<file path="src/rtl/decode_ea_sequencer.sv">
// Effective-address byte sequencer: parses ModR/M, optional SIB and displacement
// bytes from the prefetch stream and hands one decoded EA record to address generation.
module decode_ea_sequencer #(
   parameter int DISP_WIDTH = 32
) (
   input  logic                  clock,
   input  logic                  reset_n,
   input  logic                  start,
   input  logic                  abort,
   input  logic                  byte_valid,
   input  logic [7:0]            byte_data,
   output logic                  byte_ready,
   output logic                  busy,
   output logic                  ea_valid,
   input  logic                  ea_ready,
   output logic [1:0]            ea_mod,
   output logic [2:0]            ea_reg,
   output logic [2:0]            ea_rm,
   output logic                  ea_sib_present,
   output logic [1:0]            ea_scale,
   output logic                  ea_index_used,
   output logic [2:0]            ea_index,
   output logic                  ea_base_used,
   output logic [2:0]            ea_base,
   output logic [DISP_WIDTH-1:0] ea_disp,
   output logic [2:0]            ea_disp_bytes,
   output logic                  ea_undefined
);

   localparam logic [2:0] S_IDLE  = 3'd0;
   localparam logic [2:0] S_MODRM = 3'd1;
   localparam logic [2:0] S_SIB   = 3'd2;
   localparam logic [2:0] S_DISP  = 3'd3;
   localparam logic [2:0] S_DONE  = 3'd4;

   logic [2:0]            state_q, state_d;
   logic [2:0]            cnt_q, cnt_d;
   logic [1:0]            mod_q, mod_d;
   logic [2:0]            reg_q, reg_d;
   logic [2:0]            rm_q, rm_d;
   logic                  sib_present_q, sib_present_d;
   logic [1:0]            scale_q, scale_d;
   logic                  index_used_q, index_used_d;
   logic [2:0]            index_q, index_d;
   logic                  base_used_q, base_used_d;
   logic [2:0]            base_q, base_d;
   logic [DISP_WIDTH-1:0] disp_q, disp_d;
   logic [2:0]            disp_bytes_q, disp_bytes_d;
   logic                  undefined_q, undefined_d;
   logic                  hs;
   logic                  clear_rec;

   always_comb begin
      state_d       = state_q;
      cnt_d         = cnt_q;
      mod_d         = mod_q;
      reg_d         = reg_q;
      rm_d          = rm_q;
      sib_present_d = sib_present_q;
      scale_d       = scale_q;
      index_used_d  = index_used_q;
      index_d       = index_q;
      base_used_d   = base_used_q;
      base_d        = base_q;
      disp_d        = disp_q;
      disp_bytes_d  = disp_bytes_q;
      undefined_d   = undefined_q;
      clear_rec     = 1'b0;
      byte_ready    = ((state_q == S_MODRM) || (state_q == S_SIB) || (state_q == S_DISP)) && !abort;
      hs            = byte_valid && byte_ready;

      case (state_q)
         S_IDLE: begin
            if (start) begin
               state_d   = S_MODRM;
               clear_rec = 1'b1;
            end
         end
         S_MODRM: begin
            if (hs) begin
               mod_d       = byte_data[7:6];
               reg_d       = byte_data[5:3];
               rm_d        = byte_data[2:0];
               base_d      = byte_data[2:0];
               base_used_d = 1'b1;
               if (byte_data[7:6] == 2'b11) begin
                  base_used_d = 1'b0;
                  state_d     = S_DONE;
               end else if (byte_data[2:0] == 3'b100) begin
                  state_d = S_SIB;
               end else if (byte_data[7:6] == 2'b00 && byte_data[2:0] == 3'b101) begin
                  // disp32-only addressing: no base register
                  base_used_d  = 1'b0;
                  disp_bytes_d = 3'd4;
                  state_d      = S_DISP;
               end else if (byte_data[7:6] == 2'b01) begin
                  disp_bytes_d = 3'd1;
                  state_d      = S_DISP;
               end else if (byte_data[7:6] == 2'b10) begin
                  disp_bytes_d = 3'd4;
                  state_d      = S_DISP;
               end else begin
                  state_d = S_DONE;
               end
            end
         end
         S_SIB: begin
            if (hs) begin
               sib_present_d = 1'b1;
               scale_d       = byte_data[7:6];
               index_d       = byte_data[5:3];
               base_d        = byte_data[2:0];
               index_used_d  = (byte_data[5:3] != 3'b100);
               undefined_d   = (byte_data[5:3] == 3'b100) && (byte_data[7:6] != 2'b00);
               base_used_d   = 1'b1;
               case (mod_q)
                  2'b00: begin
                     if (byte_data[2:0] == 3'b101) begin
                        base_used_d  = 1'b0;
                        disp_bytes_d = 3'd4;
                        state_d      = S_DISP;
                     end else begin
                        state_d = S_DONE;
                     end
                  end
                  2'b01: begin
                     disp_bytes_d = 3'd1;
                     state_d      = S_DISP;
                  end
                  default: begin
                     disp_bytes_d = 3'd4;
                     state_d      = S_DISP;
                  end
               endcase
            end
         end
         S_DISP: begin
            if (hs) begin
               if (disp_bytes_q == 3'd1)
                  disp_d = {{(DISP_WIDTH-8){byte_data[7]}}, byte_data};
               else
                  disp_d[{cnt_q[1:0], 3'b000} +: 8] = byte_data;
               cnt_d = cnt_q + 3'd1;
               if (cnt_d == disp_bytes_q)
                  state_d = S_DONE;
            end
         end
         S_DONE: begin
            if (ea_ready) begin
               if (start) begin
                  state_d   = S_MODRM;
                  clear_rec = 1'b1;
               end else begin
                  state_d = S_IDLE;
               end
            end
         end
         default: state_d = S_IDLE;
      endcase

      // flush wins over everything, including a record being accepted
      if (abort) begin
         state_d   = S_IDLE;
         clear_rec = 1'b1;
      end

      if (clear_rec) begin
         cnt_d         = 3'd0;
         mod_d         = 2'd0;
         reg_d         = 3'd0;
         rm_d          = 3'd0;
         sib_present_d = 1'b0;
         scale_d       = 2'd0;
         index_used_d  = 1'b0;
         index_d       = 3'd0;
         base_used_d   = 1'b0;
         base_d        = 3'd0;
         disp_d        = '0;
         disp_bytes_d  = 3'd0;
         undefined_d   = 1'b0;
      end
   end

   always_ff @(posedge clock or negedge reset_n) begin
      if (!reset_n) begin
         state_q       <= S_IDLE;
         cnt_q         <= 3'd0;
         mod_q         <= 2'd0;
         reg_q         <= 3'd0;
         rm_q          <= 3'd0;
         sib_present_q <= 1'b0;
         scale_q       <= 2'd0;
         index_used_q  <= 1'b0;
         index_q       <= 3'd0;
         base_used_q   <= 1'b0;
         base_q        <= 3'd0;
         disp_q        <= '0;
         disp_bytes_q  <= 3'd0;
         undefined_q   <= 1'b0;
      end else begin
         state_q       <= state_d;
         cnt_q         <= cnt_d;
         mod_q         <= mod_d;
         reg_q         <= reg_d;
         rm_q          <= rm_d;
         sib_present_q <= sib_present_d;
         scale_q       <= scale_d;
         index_used_q  <= index_used_d;
         index_q       <= index_d;
         base_used_q   <= base_used_d;
         base_q        <= base_d;
         disp_q        <= disp_d;
         disp_bytes_q  <= disp_bytes_d;
         undefined_q   <= undefined_d;
      end
   end

   assign busy           = (state_q != S_IDLE);
   assign ea_valid       = (state_q == S_DONE);
   assign ea_mod         = mod_q;
   assign ea_reg         = reg_q;
   assign ea_rm          = rm_q;
   assign ea_sib_present = sib_present_q;
   assign ea_scale       = scale_q;
   assign ea_index_used  = index_used_q;
   assign ea_index       = index_q;
   assign ea_base_used   = base_used_q;
   assign ea_base        = base_q;
   assign ea_disp        = disp_q;
   assign ea_disp_bytes  = disp_bytes_q;
   assign ea_undefined   = undefined_q;

endmodule

</file>
<file path="config.mk">
export PLATFORM = sky130hd
export DESIGN_NAME = decode_ea_sequencer
export DESIGN_NICKNAME = d
export VERILOG_FILES = /design/src/rtl/decode_ea_sequencer.sv
export SDC_FILE = /design/constraint.sdc
export NUM_CORES = 1
export LEC_CHECK = 0
export ABC_AREA = 1
export BUFFER_PORTS_ARGS = -buffer_cell sky130_fd_sc_hd__buf_2
export CAP_MARGIN = 10
export CORE_ASPECT_RATIO = 0.7
export CORE_MARGIN = 2
export CORE_UTILIZATION = 34
export DETAILED_ROUTE_END_ITERATION = 6
export SETUP_SLACK_MARGIN = 0.02
export SLEW_MARGIN = 20
export SYNTH_ARGS = -nofsm -noshare
export SYNTH_HDL_FRONTEND = slang
export SYNTH_SLANG_ARGS = --single-unit
</file>
<file path="constraint.sdc">
create_clock -name clock -period 2.46 [get_ports clock]
set_input_delay 0.492 -clock clock [delete_from_list [all_inputs] [get_ports clock]]
set_output_delay 0.492 -clock clock [all_outputs]
set_load 0.02 [all_outputs]
</file>
=== Word-level counts from Yosys, hierarchy flattened ===
Index checks and enable logic that the tools add are counted.

* Flip-flop bits (word level): 61
* Output and inout port bits: 58
* Word-level logic and storage cells: 142

* Shifts and indexed selects: 2
* Equality and inequality tests: 26
* Reductions and logical operators: 26
* Mux-type cells: 72
* $add $sub $neg: 2

{| class="wikitable"
|+ Operator list
! kind !! count
|-
| $mux 32 || 4
|-
| $mux 3 || 36
|-
| $bwmux 32 || 1
|-
| $shift 8x7->32 const A || 1
|-
| $shiftx 8x7->32 || 1
|-
| $ne 3x3->1 const B || 9
|-
| $mux 1 || 21
|-
| $pmux 3 s5 || 1
|-
| $eq 3x3->1 const B || 4
|-
| $pmux 3 s2 || 2
|-
| $reduce_bool 2->1 || 6
|-
| $mux 2 || 5
|-
| $reduce_and 2->1 || 4
|-
| $neg 5->7 || 1
|-
| $reduce_and 7->1 || 1
|-
| $eq 3x1->1 const B || 2
|-
| $eq 3x2->1 const B || 2
|-
| $ne 3x2->1 const B || 2
|-
| $reduce_and 6->1 || 1
|-
| $reduce_bool 3->1 || 2
|-
| $ne 5x2->1 const B || 1
|-
| $eq 2x1->1 const B || 2
|-
| $eq 2x2->1 const B || 2
|-
| $logic_and 1x1->1 || 4
|-
| 10 further kinds || 13
|}

=== Logic depth before layout (Yosys ltp) ===
Gate-level depths: netlist (run 1).

* Depth after elaboration: 9
* Gate-level depth with buffers: 11
* Depth with buffers taken out: 11

=== Worst setup path before layout (run 1) ===
No wires, ideal clock.

* Path type: register to register
* Start: reg cnt_q[0]
* End: reg disp_q[0], in the netlist ea_disp[0]
* Buffers on the path: 0
* Stages on the path, launching flop included: 8
* Arrival time: 1.639 ns
* Period minus slack after synthesis: 1.756 ns
* Slack: 0.704 ns
* Cells stage by stage: dfrtp_1 inv_1 ha_1 inv_1 a41oi_1 nor2_1 nand3_1 nand2_1

* Cells in the longest elaborated chain, start to end: 7
* Elaborated cells on any way between the ends: 8
* Those cells by class: add/sub: 1; shift: 2; mux: 5

{| class="wikitable"
|+ Ends and longest elaborated chain
! what !! line !! source
|-
| start, declared || 37 || <nowiki>logic [2:0] cnt_q, cnt_d;</nowiki>
|-
| start signal, assigned || 202 || <nowiki>cnt_q <= cnt_d;</nowiki>
|-
| $neg 5->7 (*) || 142 || <nowiki>disp_d[{cnt_q[1:0], 3'b000} +: 8] = byte_data;</nowiki>
|-
| $shiftx 8x7->32 or $shift 8x7->32 (tied branches) || 142 ||
|-
| $bwmux 32 (*) || 142 ||
|-
| $mux 32 (*) || 139 || <nowiki>if (disp_bytes_q == 3'd1)</nowiki>
|-
| $mux 32 (*) || 138 || <nowiki>if (hs) begin</nowiki>
|-
| $mux 32 (*) || 72 || <nowiki>case (state_q)</nowiki>
|-
| $mux 32 (*) || 167 || <nowiki>if (clear_rec) begin</nowiki>
|-
| end signal, assigned || 212 || <nowiki>disp_q <= disp_d;</nowiki>
|-
| end, declared || 47 || <nowiki>logic [DISP_WIDTH-1:0] disp_q, disp_d;</nowiki>
|}

Every way passes the cells marked *; elsewhere a longest branch is shown, timed or not. The select of a mux whose other input is x is not followed.
A chain may end at the register's enable or synchronous reset.

=== Worst setup path in the final report (run 1) ===
* Start: reg cnt_q[0]
* End: reg disp_q[3], in the netlist ea_disp[3]

Same word-level chain as after synthesis.

==> results.cfg, run 1 <==
[pwr]
cellPowerDensity_nw_per_um2 = 783
p_total_mw = 3.12
power.leakage_nw = 2.11
ir_drop_v = 0.000494

[worst_hold_path]
hp-class = in2async

[final_layout]
final_cell_mix = 121 x nand2_1, 70 x buf_2, 65 x nand3_1
final_common_cell = nand2_1
fin_nets = 512
post-route-cell-area_sq_um = 3980
largest_reg_flops = 32
diodes = 0
drive_above_1_share_pct = 22.0
syn2layout_area_growth_pct = 22.4
finish.utilization_pct = 43.4
fin_cells = 616

[clocking]
post-cts-setup-buffers = 0
clk_pin_slew_ns = 0.05
clkSinkCount = 60
numCtsBuffers = 9
h-tree-depth = 3
max-clock-path-buffers = 2
root_buffer = clkbuf_16
postCtsHoldBufs = 0
cts_tree = built
ctsResizeCount = 0
clkLatencyLatePin_ns = 0.33

[routing]
top_layer_used = met4
viasPerCell = 5.01
wl_met1_um = 4490
drt_wl_total_um = 8790
firstDrtPassIters = 5
wire_per_inst_um = 14.3
antenna_left = 0
wl_met2_um = 3450
vias = 3089
drtIter0Drc = 187
remaining_drc_errors = 0
routed-wl-met3_um = 726

[grt]
antenna_found_initial = 0
grt_overflow = 0
grt_pass1_wl_um = 14400
grt_pass1_vias = 2900
grt_max_degree = 39
grt_usage_pct = 18.0

[logic_synthesis]
async_reset_ff_share_pct = 100
synth_top_area_share_pct = 46.2
synth_area_sq_um = 3250
syn_area_per_cell_sq_um = 7.78
ys_warn_count = 0
synth-seq-area-share_pct = 46.2
syn_inst = 418
ys_seq_elements = 60
synth.distinct_cells = 31
synthesis.nets = 441
yosysTopAreaCell = dfrtp_1
netlist_top_cells_area = dfrtp_1 46%, nand2_1 14%, nand3_1 10%, o21ai_0 6.6%, ha_1 3.5%
synth_flop_cell = dfrtp_1
synth-edff-count = 0

[critical_path]
end_kind = flop
arrival_ns = 2.27
reg2reg_slack_ns = 0.40
path_cells = inv_1 -> ha_1 -> inv_1 -> a41oi_1 -> buf_4 -> nor2_1 -> nand3_1 -> nand2_1
crit_top_cell = inv_1
path_max_fanout = 9
max_stage_delay_ns = 0.48
slowest_stage = dfrtp_1
critPathLaunchType = flop
crit_type = reg2reg
crit_required_ns = 2.68

[timing]
rsz0062_at_grt = no
finalHoldViolations = 0
skew_ns = 0.00263
fin_crit_ns = 2.06
fmax_mhz = 487
worst-slew-pin-transition_ns = 0.623
fin_tns_setup_ns = 0
drv_slew = 0
finalSetupViolCount = 0
relSlewSlack_pct = 58.4
finalCritPeriodShare_pct = 83.6

[place]
placedInstanceArea_sq_um = 3720
io_buffers = 70
placed_cells = 602
place_congestion = 0.935
post-dp-hpwl_um = 6700

[die]
initial_core_util_pct = 35.4
die-area_sq_um = 10400
rows = 29
die_w_um = 121
core_sq_um = 9180
die_h_um = 85.8
pin_count = 72

[run]
maxCapViolCount = 0

[run_status]
status = complete, no violations
## critical path: cells and delay by family (launching register included)
kind	cells	cell delay (ns)
buffers and inverters	3	0.55
DFF	1	0.48
adders and majority gates	1	0.44
and+or+nand+nor	3	0.24
AOI/OAI and AO/OA	1	0.23
## area by class of cell
| class | count | area [sq um] |
|---|---|---|
| Timing Repair Buffer | 75 | 400 |
| Clock buffer | 11 | 243 |
| Clock inverter | 3 | 15.0 |
| Fill cell | 965 | 5200 |
| Inverter | 34 | 130 |
| Multi-Input combinational cell | 309 | 1540 |
| Tap cell | 124 | 155 |
| Sequential cell | 60 | 1500 |
## power breakdown
part           total, mW  switching [mW]  internal (mW)
combinational      0.867           0.618          0.249
sequential          1.16          0.0731           1.08
clock               1.09           0.405          0.689
total               3.12            1.10           2.02
## synthesized netlist by cell type, types with 5 or more instances
library cell  number
nand2_1          121
nand3_1           65
dfrtp_1           60
o21ai_0           43
inv_1             29
nor2_1            19
o21ai_1           17
ha_1               9
a21oi_1            5
clkbuf_1           5
nand4_1            5
## routing by layer
layer	track usage, %	up-vias
met3	5.59	15
li1	-	1523
met1	27.0	1430
met4	5.60	0
met5	0	-
met2	24.5	121
## metrics by stage
stage               worst slack (ns)  hold WS, ns
global route                   0.200        0.185
floorplan                      0.704        0.196
CTS                            0.447        0.149
finish                         0.405        0.140
detailed placement             0.471        0.456
global placement               0.483        0.452
## path summary, 6_finish.rpt
kind                                   start               end  cells after the start
worst max register to register      cnt_q[0]        ea_disp[3]                      8
min in group clock              byte_data[4]       ea_index[1]                      3
worst min register to register   ea_scale[0]       ea_scale[0]                      2
worst min-delay path                 reset_n       ea_scale[0]                      1
max in group asynchronous            reset_n  ea_disp_bytes[0]                      2
worst max-delay path                cnt_q[0]        ea_disp[3]                      8
## cells by family after synthesis
group	Yosys count	synth area share, %
and+or+nand+nor	228	32.1
buffers and inverters	49	6.58
DFF	60	46.2
adders and majority gates	9	3.46
AOI/OAI and AO/OA	71	11.6
other	1	0.115
Note: power is estimated with default switching activity, not from simulation.
==> run 2, diff against run 1 <==
- clock period: 2.46 -> 1.8 ns (I/O delays scaled with it)
==> results.cfg, run 2 (synthesized netlist as in run 1, its figures left out) <==
[die]
die_w_um = 121
die-area_sq_um = 10400
die_h_um = 85.8
rows = 29
initial_core_util_pct = 35.4
core_sq_um = 9180
pin_count = 72

[timing]
rsz0062_at_grt = yes
fin_crit_ns = 1.70
drv_slew = 0
fin_tns_setup_ns = 0
postLayoutSetupSlackWorst_ns = 0.0956
finalCritPeriodShare_pct = 94.7
finalHoldViolations = 0
skew_ns = 0.00696
fmax_mhz = 587
finalSetupViolCount = 0

[final_layout]
fin_cells = 630
drive_above_1_share_pct = 25.7
fin_nets = 525
final_common_cell = nand2_1
largest_reg_flops = 32
final_cell_mix = 121 x nand2_1, 70 x buf_2, 65 x nand3_1
syn2layout_area_growth_pct = 27.4
post-route-cell-area_sq_um = 4140
diodes = 0

[critical_path]
crit_required_ns = 1.44
cp_top_family = flip-flops
path_buf_inv = 2
max_stage_delay_ns = 0.43
path_cells = nor2_4 -> inv_1 -> nor2_2 -> buf_2
critPathLaunchType = flop
path_max_fanout = 5
arrival_ns = 1.34
crit_type = reg2out
end_kind = primary output
slowest_stage = dfrtp_1

[worst_hold_path]
hp-class = in2async

[routing]
remaining_drc_errors = 0
wire_per_inst_um = 14.3
antenna_left = 0
drt_wl_total_um = 9040
viasPerCell = 4.97
vias = 3131
firstDrtPassIters = 5
drtIter0Drc = 208

[pwr]
cellPowerDensity_nw_per_um2 = 1060
power.leakage_nw = 2.18
ir_drop_v = 0.000613

[grt]
grt_usage_pct = 18.3
grt_pass1_wl_um = 14600
grt_pass1_vias = 2869
grt_max_degree = 61
antenna_found_initial = 0
grt_overflow = 0

[clocking]
cts_tree = built
postCtsHoldBufs = 0
max-clock-path-buffers = 2
root_buffer = clkbuf_16
clk_pin_slew_ns = 0.05
clkLatencyLatePin_ns = 0.33
clkSinkCount = 60
h-tree-depth = 3
numCtsBuffers = 9

[place]
post-place-ws_ns = 0.112
io_buffers = 70
placed_cells = 613
post-dp-hpwl_um = 6780
place_congestion = 0.904
placedInstanceArea_sq_um = 3810

[run]
maxCapViolCount = 0

[run_status]
status = complete, no violations
[run 2: cell count changes in the layout (fill, tap and decap cells not counted), moves of 2 or more]
cell and delta:
inv_2 +2, inv_1 -2, dfrtp_1 -2, nor2_1 -2, dfrtp_2 +2, buf_4 +13, o21ai_0 -7, ha_1 -2
o21ai_1 +6
[run 2: per-stage QoR]
step / util, % / hold slack, ns / power [mW]
2_1_floorplan: - / 0.0644 / 2.43
3_3_place_gp: 41.5 / 0.394 / 2.81
3_5_place_dp: 41.5 / 0.391 / 2.82
4_1_cts: 44.4 / 0.0432 / 4.41
5_1_grt: 45.1 / 0.0299 / 4.67
6_report: 45.1 / 0.00858 / 4.40
[run 2: layout make-up]
class | count | area, sq um
Multi-Input combinational cell | 309 | 1590
Sequential cell | 60 | 1500
Tap cell | 124 | 155
Timing Repair Buffer | 88 | 498
Inverter | 34 | 130
Clock inverter | 2 | 10.0
Clock buffer | 13 | 260
Fill cell | 949 | 5040
[run 2: worst paths after layout]
| check | slack, ns | to | from | cells past startpoint |
|---|---|---|---|---|
| max in group asynchronous | 1.47 | state_q[2] | reset_n | 2 |
| worst max register to register | 0.15 | state_q[2] | cnt_q[0] | 12 |
| min in group clock | 0.33 | ea_index[1] | byte_data[4] | 3 |
| worst max-delay path | 0.1 | ea_valid | state_q[0] | 4 |
| worst min register to register | 0.46 | ea_index[1] | ea_index[1] | 2 |
| worst min-delay path | 0.009 | ea_index[0] | reset_n | 2 |
[run 2: what timing repair did]
action / in CTS / in global routing
setup buffers: 0 / 2
resized for setup: 0 / 21
endpoints found under the setup margin: 0 / 30
[run 2: routing by layer]
layer	vias up	GRT usage (%)	routed length (um)
met5	-	0	0
li1	1554	-	-
met2	99	25.3	3680
met4	0	5.07	101
met3	12	6.18	640
met1	1466	27.1	4620
[run 2: report_power, final]
| group | switching [mW] | leakage [nW] | internal, mW | total [mW] |
|---|---|---|---|---|
| clock network | 0.567 | 0.135 | 0.992 | 1.56 |
| logic | 0.872 | 1.22 | 0.388 | 1.26 |
| registers | 0.102 | 0.823 | 1.48 | 1.58 |
==> run 3, diff against run 2 <==
- CORE_MARGIN: 2 -> not set
- RECOVER_POWER: not set -> 50
==> results.cfg, run 3 (synthesized netlist as in run 1, its figures left out) <==
[timing]
worst-slew-pin-transition_ns = 1.43
finalHoldViolations = 0
finalCritPeriodShare_pct = 95.8
rsz0062_at_grt = yes
fmax_mhz = 580
relSlewSlack_pct = 4.59
drv_slew = 0
postLayoutSetupSlackWorst_ns = 0.0748
skew_ns = 0.00625
fin_crit_ns = 1.73
finalSetupViolCount = 0

[clocking]
root_buffer = clkbuf_16
clk_pin_slew_ns = 0.05
clkSinkCount = 60
h-tree-depth = 3
numCtsBuffers = 9
postCtsHoldBufs = 0
clkLatencyLatePin_ns = 0.33
cts_tree = built
max-clock-path-buffers = 2

[routing]
drt_wl_total_um = 8800
drtIter0Drc = 189
remaining_drc_errors = 0
antenna_left = 0
viasPerCell = 4.96
vias = 3113
wire_per_inst_um = 14.0
firstDrtPassIters = 5

[die]
die_h_um = 83.8
core_sq_um = 9180
initial_core_util_pct = 35.4
pin_count = 72
die_w_um = 119
rows = 29
die-area_sq_um = 9970

[critical_path]
arrival_ns = 1.37
max_stage_delay_ns = 0.42
path_buf_inv = 2
path_cells = nor2_4 -> inv_1 -> nor2_1 -> buf_4
critPathLaunchType = flop
crit_required_ns = 1.44
path_max_fanout = 5
end_kind = primary output
slowest_stage = dfrtp_1
cp_top_family = flip-flops
crit_type = reg2out

[run_status]
status = complete, no violations

[grt]
grt_usage_pct = 19.0
grt_overflow = 0
grt_pass1_wl_um = 14500
antenna_found_initial = 0
grt_max_degree = 61
grt_pass1_vias = 2899

[final_layout]
final_cell_mix = 120 x nand2_1, 65 x nand3_1, 59 x dfrtp_1
drive_above_1_share_pct = 20.1
diodes = 0
fin_nets = 522
largest_reg_flops = 32
syn2layout_area_growth_pct = 25.3
final_common_cell = nand2_1

[place]
post-dp-hpwl_um = 6660
io_buffers = 70
post-place-ws_ns = 0.113
place_congestion = 0.886

[pwr]
p_total_mw = 4.35
comb_power_share_pct = 28.0
power.leakage_nw = 2.06
pwr-share-seq_pct = 36.4
p_sw_mw = 1.52
intPower_mw = 2.83
p_clk_share_pct = 35.6
ir_drop_v = 0.000644
netSwitchingFraction_pct = 34.9
cellPowerDensity_nw_per_um2 = 1070

[run]
maxCapViolCount = 0

[worst_hold_path]
hp-class = in2reg
-- run 3: worst paths after layout --
check / from / cells past startpoint / to / slack (ns)
min reg2reg: ea_index[1] / 2 / ea_index[1] / 0.46
max: state_q[0] / 4 / ea_valid / 0.07
max reg2reg: cnt_q[1] / 7 / ea_disp[16] / 0.13
max in group asynchronous: reset_n / 2 / state_q[1] / 0.38
min: byte_data[3] / 3 / ea_index[0] / 0.31
min in group asynchronous: reset_n / 2 / ea_scale[0] / 0.45
-- run 3: what timing repair did --
action,CTS,global route
setup buffers,0,1
hold endpoints to repair,0,0
gates resized for setup,0,18
endpoints found under the setup margin,0,31
-- run 3: power groups by stage --
stage	clock, mW	sequential, mW	combinational, mW
5_1_grt	1.67	1.60	1.36
3_5_place_dp	0	1.60	1.20
3_3_place_gp	0	1.59	1.20
2_1_floorplan	0	1.72	0.708
4_1_cts	1.59	1.58	1.21
6_report	1.55	1.58	1.22
-- run 3: area by class of cell --
class / count / area, sq um
fill: 929 / 5110
clock inverter: 2 / 10.0
multi-input combinational: 309 / 1580
clock buffer: 13 / 260
tap: 124 / 155
timing repair buffer: 85 / 434
inverter: 34 / 130
sequential: 60 / 1500
-- run 3: stage by stage --
step	instances	utilization (%)	instance area, sq um	hold WS (ns)	setup TNS, ns
2_1_floorplan	418	-	3250	0.0644	0
3_3_place_gp	611	41.3	3790	0.389	0
3_5_place_dp	611	41.3	3790	0.390	0
4_1_cts	626	44.2	4060	0.0374	0
5_1_grt	627	44.4	4070	0.324	-0.0165
6_report	627	44.4	4070	0.314	0
-- run 3: routing by layer --
layer  wire, um  part of all wire [%]  global-route usage [%]
met5          0                     0                       0
met2       3510                    40                    26.2
met4        121                   1.4                    5.87
met1       4510                    51                    27.9
met3        650                   7.4                    6.15
-- run 3: tightest hold or removal path, delay by kind of cell --
family / cells / cell delay (ns)
simple gates: 2 / 0.11
buf+inv: 1 / 0.13
